**config.mk**
```make
export PLATFORM = sky130hd
export DESIGN_NAME = lcd_frame_arbiter
export DESIGN_NICKNAME = d
export VERILOG_FILES = /design/src/rtl/lcd_frame_arbiter.sv
export SDC_FILE = /design/constraint.sdc
export NUM_CORES = 1
export LEC_CHECK = 0
export BUFFER_PORTS_ARGS = -buffer_cell sky130_fd_sc_hd__buf_2
export CORE_MARGIN = 10
export CORE_UTILIZATION = 50
export CTS_CLUSTER_DIAMETER = 80
export DETAILED_ROUTE_END_ITERATION = 16
export PLACE_DENSITY = 0.74
export SETUP_SLACK_MARGIN = 0.4
export SLEW_MARGIN = 20
export SYNTH_ARGS = -nofsm -noshare
export SYNTH_HDL_FRONTEND = slang
export SYNTH_SLANG_ARGS = --single-unit
```
**constraint.sdc**
```tcl
create_clock -name clk -period 2.1 [get_ports clk]
set_clock_uncertainty 0.15 [all_clocks]
set_input_delay 0.315 -clock clk [delete_from_list [all_inputs] [get_ports clk]]
set_output_delay 0.315 -clock clk [all_outputs]
set_load 0.03 [all_outputs]
```
**src/rtl/lcd_frame_arbiter.sv**
```systemverilog
// Frame-level round-robin arbiter sharing one LCD byte path between two renderers.
// Grants a whole frame, forwards the byte handshake, and aborts stalled frames.
module lcd_frame_arbiter #(
  parameter int FRAME_BYTES = 1024,
  parameter int CNT_W       = 11,
  parameter int TIMEOUT     = 4095,
  parameter int TO_W        = 12
) (
  input  logic       clk,
  input  logic       rst,
  input  logic [1:0] req,
  input  logic [7:0] src0_data,
  input  logic [7:0] src1_data,
  input  logic       src0_valid,
  input  logic       src1_valid,
  output logic       src0_en,
  output logic       src1_en,
  output logic [1:0] gnt,
  output logic [7:0] lcd_data,
  output logic       lcd_data_valid,
  input  logic       lcd_en_tran,
  output logic       busy,
  output logic       frame_done,
  output logic       err
);

  typedef enum logic [1:0] {
    IDLE = 2'd0,
    XFER = 2'd1,
    DONE = 2'd2
  } state_t;

  localparam logic [CNT_W-1:0] LAST_BEAT = CNT_W'(FRAME_BYTES - 1);
  localparam logic [TO_W-1:0]  LAST_STALL = TO_W'(TIMEOUT - 1);

  state_t            state, state_nxt;
  logic              last_src;
  logic [CNT_W-1:0]  beat_cnt;
  logic [TO_W-1:0]   stall_cnt;
  logic              xfer;
  logic              sel_valid;
  logic              beat;
  logic              last_beat;
  logic              stall_hit;
  logic              win1;

  // Combinational pass-through from the granted source
  always_comb begin
    xfer      = (state == XFER);
    sel_valid = gnt[1] ? src1_valid : src0_valid;
    beat      = xfer && lcd_en_tran && sel_valid;
    last_beat = beat && (beat_cnt == LAST_BEAT);
    stall_hit = xfer && !beat && (stall_cnt == LAST_STALL);
    // On a tie the source that did not win last time goes next.
    win1      = (req == 2'b11) ? ~last_src : req[1];

    busy           = xfer;
    lcd_data       = xfer ? (gnt[1] ? src1_data : src0_data) : 8'h00;
    lcd_data_valid = xfer && sel_valid;
    src0_en        = xfer && lcd_en_tran && gnt[0];
    src1_en        = xfer && lcd_en_tran && gnt[1];
  end

  always_comb begin
    state_nxt = state;
    case (state)
      IDLE:    if (req != 2'b00) state_nxt = XFER;
      XFER:    if (last_beat || stall_hit) state_nxt = DONE;
      DONE:    state_nxt = IDLE;
      default: state_nxt = IDLE;
    endcase
  end

  // Registered control: state, grant, counters and completion pulses
  always_ff @(posedge clk or posedge rst) begin
    if (rst) begin
      state      <= IDLE;
      gnt        <= 2'b00;
      last_src   <= 1'b1;
      beat_cnt   <= '0;
      stall_cnt  <= '0;
      frame_done <= 1'b0;
      err        <= 1'b0;
    end else begin
      state      <= state_nxt;
      frame_done <= last_beat;
      err        <= stall_hit;
      case (state)
        IDLE: begin
          if (req != 2'b00) begin
            gnt       <= win1 ? 2'b10 : 2'b01;
            last_src  <= win1;
            beat_cnt  <= '0;
            stall_cnt <= '0;
          end
        end
        XFER: begin
          if (beat) begin
            beat_cnt  <= beat_cnt + CNT_W'(1);
            stall_cnt <= '0;
          end else begin
            stall_cnt <= stall_cnt + TO_W'(1);
          end
          if (last_beat || stall_hit) gnt <= 2'b00;
        end
        default: begin
          gnt       <= 2'b00;
          beat_cnt  <= '0;
          stall_cnt <= '0;
        end
      endcase
    end
  end

endmodule

```
* Word level (Yosys, flattened, before mapping) *
Cells that the tools add are included.

word-level totals
  output and inout bits = 16
  logic and storage cells = 49
  flip-flop bits (word level) = 30
  bits of input ports = 23

operators by class
  add/subtract/negate cells = 2
  bitwise logic cells = 1
  equality and inequality tests = 7
  reductions and logical operators = 15
  muxes and demuxes = 17

operator list
  cell                                                                      count
  12-bit 2-to-1 mux                                                         2
  12-bit one-hot mux with 2 select lines                                    1
  11-bit 2-to-1 mux                                                         2
  11-bit one-hot mux with 2 select lines                                    1
  8-bit 2-to-1 mux                                                          2
  12-bit by 1-bit adder with 12-bit output (second input constant)          1
  12-bit equality test (second input constant)                              1
  11-bit by 1-bit adder with 11-bit output (second input constant)          1
  11-bit by 10-bit equality test with 1-bit output (second input constant)  1
  2-bit 2-to-1 mux                                                          5
  1-bit logical AND                                                         8
  2-bit one-hot mux with 2 select lines                                     2
  2-bit AND reduction                                                       3
  2-bit by 1-bit inequality test with 1-bit output (second input constant)  2
  2-bit by 1-bit equality test with 1-bit output (second input constant)    1
  2-bit equality test (second input constant)                               1
  2-bit logical NOT                                                         1
  1-bit 2-to-1 mux                                                          2
  2-bit inequality test (second input constant)                             1
  2-bit nonzero test                                                        1
  1-bit logical NOT                                                         1
  1-bit logical OR                                                          1
  1-bit NOT                                                                 1

* Longest topological paths before layout *
Gate-level depths: netlist (run 1).

  word-level depth = 9
  gate-level depth with buffers = 6
  mapped depth without buffers = 6

* Worst setup path after synthesis (run 1) *
No wires, ideal clock.

  kind = reg-to-output
  from = register state[0]
  to = output src0_en
  buffers on the path = 1
  slack = 0.075 ns
  required time = 1.635 ns
  arrival time = 1.560 ns
  cell stages (with the launch flop) = 5
  cell sequence = dfrtp_1 or2b_4 buf_2 inv_1 and3_1

between the ends
  cells in the longest elaborated chain, start to end = 3

RTL lines
  item                                            line  source
  start, declared                                 36    state_t state, state_nxt;
  start signal, assigned                          85    state <= state_nxt;
  2-bit by 1-bit equality test with 1-bit output  49    xfer = (state == XFER);
  net busy                                        22    output logic busy,
  1-bit logical AND (2 in series)                 60    src0_en = xfer && lcd_en_tran && gnt[0];
  end, declared                                   16    output logic src0_en,

The timed path passes the listed nets, and every way through them passes these cells.

* Worst setup path after layout (run 1) *
  from = register state[1]
  to = output src1_en

between the ends
  cells in the longest elaborated chain, start to end = 3

RTL lines
  item                                            line  source
  2-bit by 1-bit equality test with 1-bit output  49
  1-bit logical AND (2 in series)                 61    src1_en = xfer && lcd_en_tran && gnt[1];
  end, declared                                   17    output logic src1_en,

Every way passes these cells.

==> results of run 1 <==
==> logic make-up (layout without fill, tap and decap cells) <==
group / after synthesis / count (layout)
and+or+nand+nor: 90 / 91
DFF: 30 / 30
muxes: 15 / 15
AOI/OAI and AO/OA: 41 / 42
buffers and inverters: 17 / 80
adders and majority gates: 3 / 3
==> flip-flops by register name, summed over array words and instances, names as in the netlist <==
signal / cells
beat_cnt: 11
state: 2
stall_cnt: 12
frame_done: 1
last_src: 1
err: 1
gnt: 2
==> stage by stage <==
stage	setup slack (ns)	std cells	area, sq um	hold WS (ns)
4_1_cts	0.212	300	2450	0.148
6_report	0.199	309	2660	0.169
5_1_grt	0.165	309	2660	0.203
3_5_place_dp	0.164	276	2120	0.270
2_1_floorplan	0.288	196	1910	0.235
3_3_place_gp	0.208	276	2120	0.263
==> layer usage <==
metal | GRT usage | vias to the layer above | share of wire
li1 | - | 854 | -
met4 | 0.0588 | 0 | 0.026
met2 | 0.247 | 90 | 0.48
met3 | 0.0673 | 16 | 0.091
met5 | 0 | - | 0
met1 | 0.185 | 899 | 0.40
==> repair_timing <==
action	in CTS	in global routing
hold buffers	1	0
gates cloned	2	4
pin swaps	7	11
resized for setup	36	24
endpoints found under the hold margin	29	0
setup buffers	13	5
setup endpoints to repair	34	37
==> how the worst max path moves through the flow <==
stage	start	end	depth (start not counted)
after floorplan	state[0]	src0_en	4
after global placement	state[0]	beat_cnt[7]	4
after detailed placement	state[0]	beat_cnt[7]	4
after CTS	state[1]	src1_en	4
after global routing	state[0]	beat_cnt[9]	7
final	state[1]	src1_en	4
==> synth_stat cells (all sizes together) <==
cell / n
dfrtp: 29
nand2: 20
mux2i: 14
nand3: 14
nor2: 12
o21ai: 11
buf: 10
nand2b: 7
nand4: 7
a21oi: 6
a31oi: 6
inv: 5
nor4: 5
and3: 4
or3: 4
a21o: 3
ha: 3
nor3: 3
o31ai: 3
or4: 3
a21boi: 2
and4: 2
clkbuf: 2
nor2b: 2
o211ai: 2
or2: 2
a221oi: 1
a22o: 1
a41oi: 1
and2: 1
dfstp: 1
mux2: 1
nand3b: 1
nor3b: 1
o21a: 1
o22ai: 1
o311ai: 1
o31a: 1
o41ai: 1
or2b: 1
or4b: 1
==> report_power, final <==
part	switching, uW	internal (uW)
sequential	104	661
combinational	279	230
clock	238	263
==> worst max-delay path, stage by stage (launching register included) <==
cell and delay [ns]:
dfrtp_2 0.42, or2b_4 0.29, clkinvlp_4 0.12, and3_4 0.19, buf_6 0.12
==> final cells by class <==
| type | instances | area, sq um |
|---|---|---|
| timing repair buffer | 67 | 559 |
| clock inverter | 2 | 12.5 |
| clock buffer | 6 | 82.6 |
| multi-input combinational | 151 | 1170 |
| tap | 48 | 60.1 |
| sequential | 30 | 756 |
| fill | 275 | 971 |
| inverter | 5 | 22.5 |
==> metrics, run 1 <==
die height 80.9 um; via count 1859; CP max FO 6; Site Rows 22; full die area 6540 sq um; Leak 0.00119 uW; GRT Total Usage 0.156; syn avg cell area 9.46 sq um; Slew @ Worst Pin 0.404 ns; total power 1780 uW; Req. time, crit path 1.63 ns; largest net degree at the start of global routing 31; Adder-Cell Fraction of Synth Area 0.0202; synthesized area 1850 sq um; FF-to-FF Start state[1]; first-pass GRT wire length 8180 um; Post-Synth XOR/XNOR Area 0; clock tree buffer depth 2; Pins Over Slew Limit 0; Startpoint Class flip-flop; Worst Reg-to-Reg Cells 7; final number of setup-violating endpoints 0; Synth cell types 48; dpl hpwl 3170 um; GRT overflow 0; final design utilization 0.733; initial antenna violation count 0; Synth top area share 0.391; Peak VDD IR 0.444 mV; ant diodes 0; clk sinks 30; TNS Setup 0 ns; Setup CP Type flip-flop to primary output; most frequent cells in the layout dfrtp_1 (26), buf_2 (26), buf_6 (19); Reg-to-Reg End stall_cnt[11]; Syn Nets 222; hold endpoint last_src; yosys warns 0; flop-to-flop setup slack 0.23 ns; clk slew on worst S/H paths 0.07 ns; initial core utilization 0.510; top cells by area, synth dfrtp_1 (39%), mux2i_1 (7.6%), nand2_1 (3.8%), nand3_1 (3.8%), buf_6 (2.4%); f_max 526 MHz; CORE AREA 3630 sq um; DR iter-0 viols 149; area delta synth->final 43.6%; CTS H-tree depth 2; layout cell share with drive strength beyond 1 0.448; Initial DRT Pass Iterations 4; max-cap viol count 0; vias in the first global route 1757; sequential area share after synthesis 0.406; cell accounting for the most synthesized area dfrtp_1; main combinational cell family by area after synthesis simple AND/OR/NAND/NOR gates; Synth Area in Simple Gates 0.269; compound-gate portion of the synthesized area 0.160; Root Buffer clkbuf_8; Port Buffers 38; io pins 39; tightest slew margin relative to the limit 0.730; Die X 80.9 um; Final Cycle Share 0.905; GP Congestion 0.758; Yosys reg bits 30; outcome finished clean; number of buffers created by CTS 5; Avg WL per Cell 18.9 um; Pwr per Cell Area 667 nW/um^2; mux cell area share after synthesis 0.0837; clk_lat worst skew 0.29 ns; Final #Nets 286; total wire length 5830 um; worst min path class input pin to flip-flop; WHS Path Cells 2; RSZ-0062 raised after global routing true; ANT nets after route 0; Critical Path AT 1.44 ns; Final Hold Vio Count 0; Syn Inst Count 196; Via density 6.02; drt drc 0; CTS tree yes; min-delay src req[0]; minimum clock period 1.90 ns; Worst setup EP type primary output
No activity file was read; power rests on OpenSTA's default activity.
==> run 2, diff against run 1 <==
Settings changed: REMOVE_ABC_BUFFERS from default to 1.
==> run 2 against run 1 <==
Net effect: die area is the same; first-iteration DRC count rose by 22%; combinational power is 17% higher; final cell count increased by 1.6%; count of clock-buffer cells in the layout is the same; register-to-register slack lost 0.04 ns; final area grew 8.1%; non-clock buffer count up 4; critical path depth rose by 3; critical path type is now flip-flop to flip-flop.
==> metrics, run 2 (synthesized netlist as in run 1, its figures left out) <==
most frequent cells in the layout buf_2 (27), dfrtp_1 (26), buf_6 (26) (was dfrtp_1 (26), buf_2 (26), buf_6 (19)); outcome finished clean (unchanged); first-pass GRT wire length 8790 um (was 8180 um); Final Cycle Share 0.909 (was 0.905); biggest regs stall_cnt x12, beat_cnt x11 (unchanged); Startpoint Class flip-flop (unchanged); most frequent CP cell buf_6; # fillers 218 (was 275); io pins 39 (unchanged); CP cell instances or2b_4 > buf_6 > buf_6 > a21oi_4 > buf_6 > a31oi_1 > a31oi_1 (was or2b_4 > clkinvlp_4 > and3_4 > buf_6); drt drc 0 (unchanged); worst min path class input pin to flip-flop (unchanged); Die X 80.9 um (unchanged); register area 756 sq um (unchanged); Pins Over Slew Limit 0 (unchanged); Slew @ Worst Pin 0.410 ns (was 0.404 ns); full die area 6540 sq um (unchanged); largest delay contributor family on the critical path compound AO/OA/AOI/OAI gates (was simple AND/OR/NAND/NOR gates); Worst setup EP type flip-flop (was primary output); Port Buffers 38 (unchanged); tightest slew margin relative to the limit 0.726 (was 0.730); TNS Setup 0 ns (unchanged); GRT Total Usage 0.171 (was 0.156); ANT nets after route 0 (unchanged); Via density 6.07 (was 6.02); Final Hold Vio Count 0 (unchanged); f_max 524 MHz (was 526 MHz); CP max FO 6 (unchanged); initial core utilization 0.510 (unchanged); CP max stage cell dfrtp_2 (unchanged); GRT overflow 0 (unchanged); initial antenna violation count 1 (was 0); RSZ-0062 raised after global routing true (unchanged); Buf/Inv on CP 3 (was 2); number of buffers created by CTS 5 (unchanged); Site Rows 22 (unchanged); CTS H-tree depth 2 (unchanged); clk slew on worst S/H paths 0.07 ns (about the same); Initial DRT Pass Iterations 4 (unchanged); max-cap viol count 0 (unchanged); design area 2880 sq um (was 2660 sq um); vias in the first global route 1823 (was 1757); Pwr per Cell Area 652 nW/um^2 (was 667 nW/um^2); dpl hpwl 3170 um (about the same); Critical Path AT 1.97 ns (was 1.44 ns); DR iter-0 viols 182 (was 149); die height 80.9 um (unchanged); Final #Nets 290 (was 286); Top reg by flops stall_cnt (unchanged); clk sinks 30 (unchanged); Req. time, crit path 2.16 ns (was 1.63 ns); minimum clock period 1.91 ns (was 1.90 ns); via count 1907 (was 1859); Leak 0.00124 uW (was 0.00119 uW); Setup CP Type flip-flop to flip-flop (was flip-flop to primary output); CTS tree yes (unchanged); Root Buffer clkbuf_8 (unchanged); final number of setup-violating endpoints 0 (unchanged); area occupied by multi-input gates 1310 sq um (was 1170 sq um); Peak VDD IR 0.510 mV (was 0.444 mV); largest net degree at the start of global routing 31 (unchanged); commonest non-fill, non-tap cell in the layout buf_2; GP Congestion 0.797 (was 0.758); layout cell share with drive strength beyond 1 0.513 (was 0.448); total wire length 6690 um (was 5830 um); area delta synth->final 55.2% (was 43.6%); max reg flops 12 (unchanged); Max stage delay on crit path 0.43 ns (was 0.42 ns); clk_lat worst skew 0.29 ns (about the same); clock tree buffer depth 2 (unchanged); placed cell area 2060 sq um (was 2120 sq um); Avg WL per Cell 21.3 um (was 18.9 um); CORE AREA 3630 sq um (unchanged)
-- run 2: what timing repair did --
item | CTS | global route
endpoints found under the hold margin | 29 | 0
hold buffers | 1 | 0
pin swaps | 15 | 22
gates resized for setup | 50 | 55
setup buffers | 16 | 7
endpoints found under the setup margin | 34 | 36
gates cloned | 2 | 5
-- run 2: layer usage --
layer / wire, um / track usage / share of wire
met1: 2430 / 0.186 / 0.36
met2: 3620 / 0.300 / 0.54
met3: 304 / 0.0519 / 0.045
met4: 346 / 0.0796 / 0.052
met5: 0 / 0 / 0
-- run 2: worst paths after layout --
path | from | end | slack (ns) | depth (start not counted)
setup reg to reg | state[1] | stall_cnt[11] | 0.19 | 7
hold reg to reg | last_src | last_src | 0.38 | 2
setup / recovery | state[1] | stall_cnt[11] | 0.19 | 7
hold / removal | req[0] | last_src | 0.16 | 2
max in group asynchronous | rst | last_src | 0.96 | 4
min in group asynchronous | rst | stall_cnt[7] | 0.51 | 4
-- run 2: through the flow --
stage | instances | utilization | total power, uW | hold WS [ns] | worst slack [ns]
floorplan | 184 | - | 1020 | 0.235 | -0.557
global placement | 274 | 0.566 | 1150 | 0.260 | 0.202
detailed placement | 274 | 0.566 | 1160 | 0.264 | 0.159
CTS | 301 | 0.687 | 1730 | 0.153 | 0.235
global route | 314 | 0.792 | 1960 | 0.190 | 0.136
finish | 314 | 0.792 | 1880 | 0.158 | 0.192
-- run 2: layout make-up --
class | count | area share
inverter | 5 | 0.00739
clock buffer | 6 | 0.0287
sequential | 30 | 0.263
multi-input combinational | 151 | 0.453
timing repair buffer | 71 | 0.222
clock inverter | 2 | 0.00435
antenna | 1 | 0.000870
tap | 48 | 0.0209
-- run 2: power breakdown --
group | internal (uW) | leakage (uW) | switching (uW)
clock | 263 | 0.0000472 | 240
sequential | 661 | 0.000389 | 117
combinational | 289 | 0.000802 | 305
total | 1210 | 0.00124 | 662
-- run 2: worst reg2reg max path, stage by stage (launching register included) --
cell	delay [ns]
dfrtp_2	0.43
or2b_4	0.32
buf_6	0.13
buf_6	0.11
a21oi_4	0.23
buf_6	0.18
a31oi_1	0.10
a31oi_1	0.18
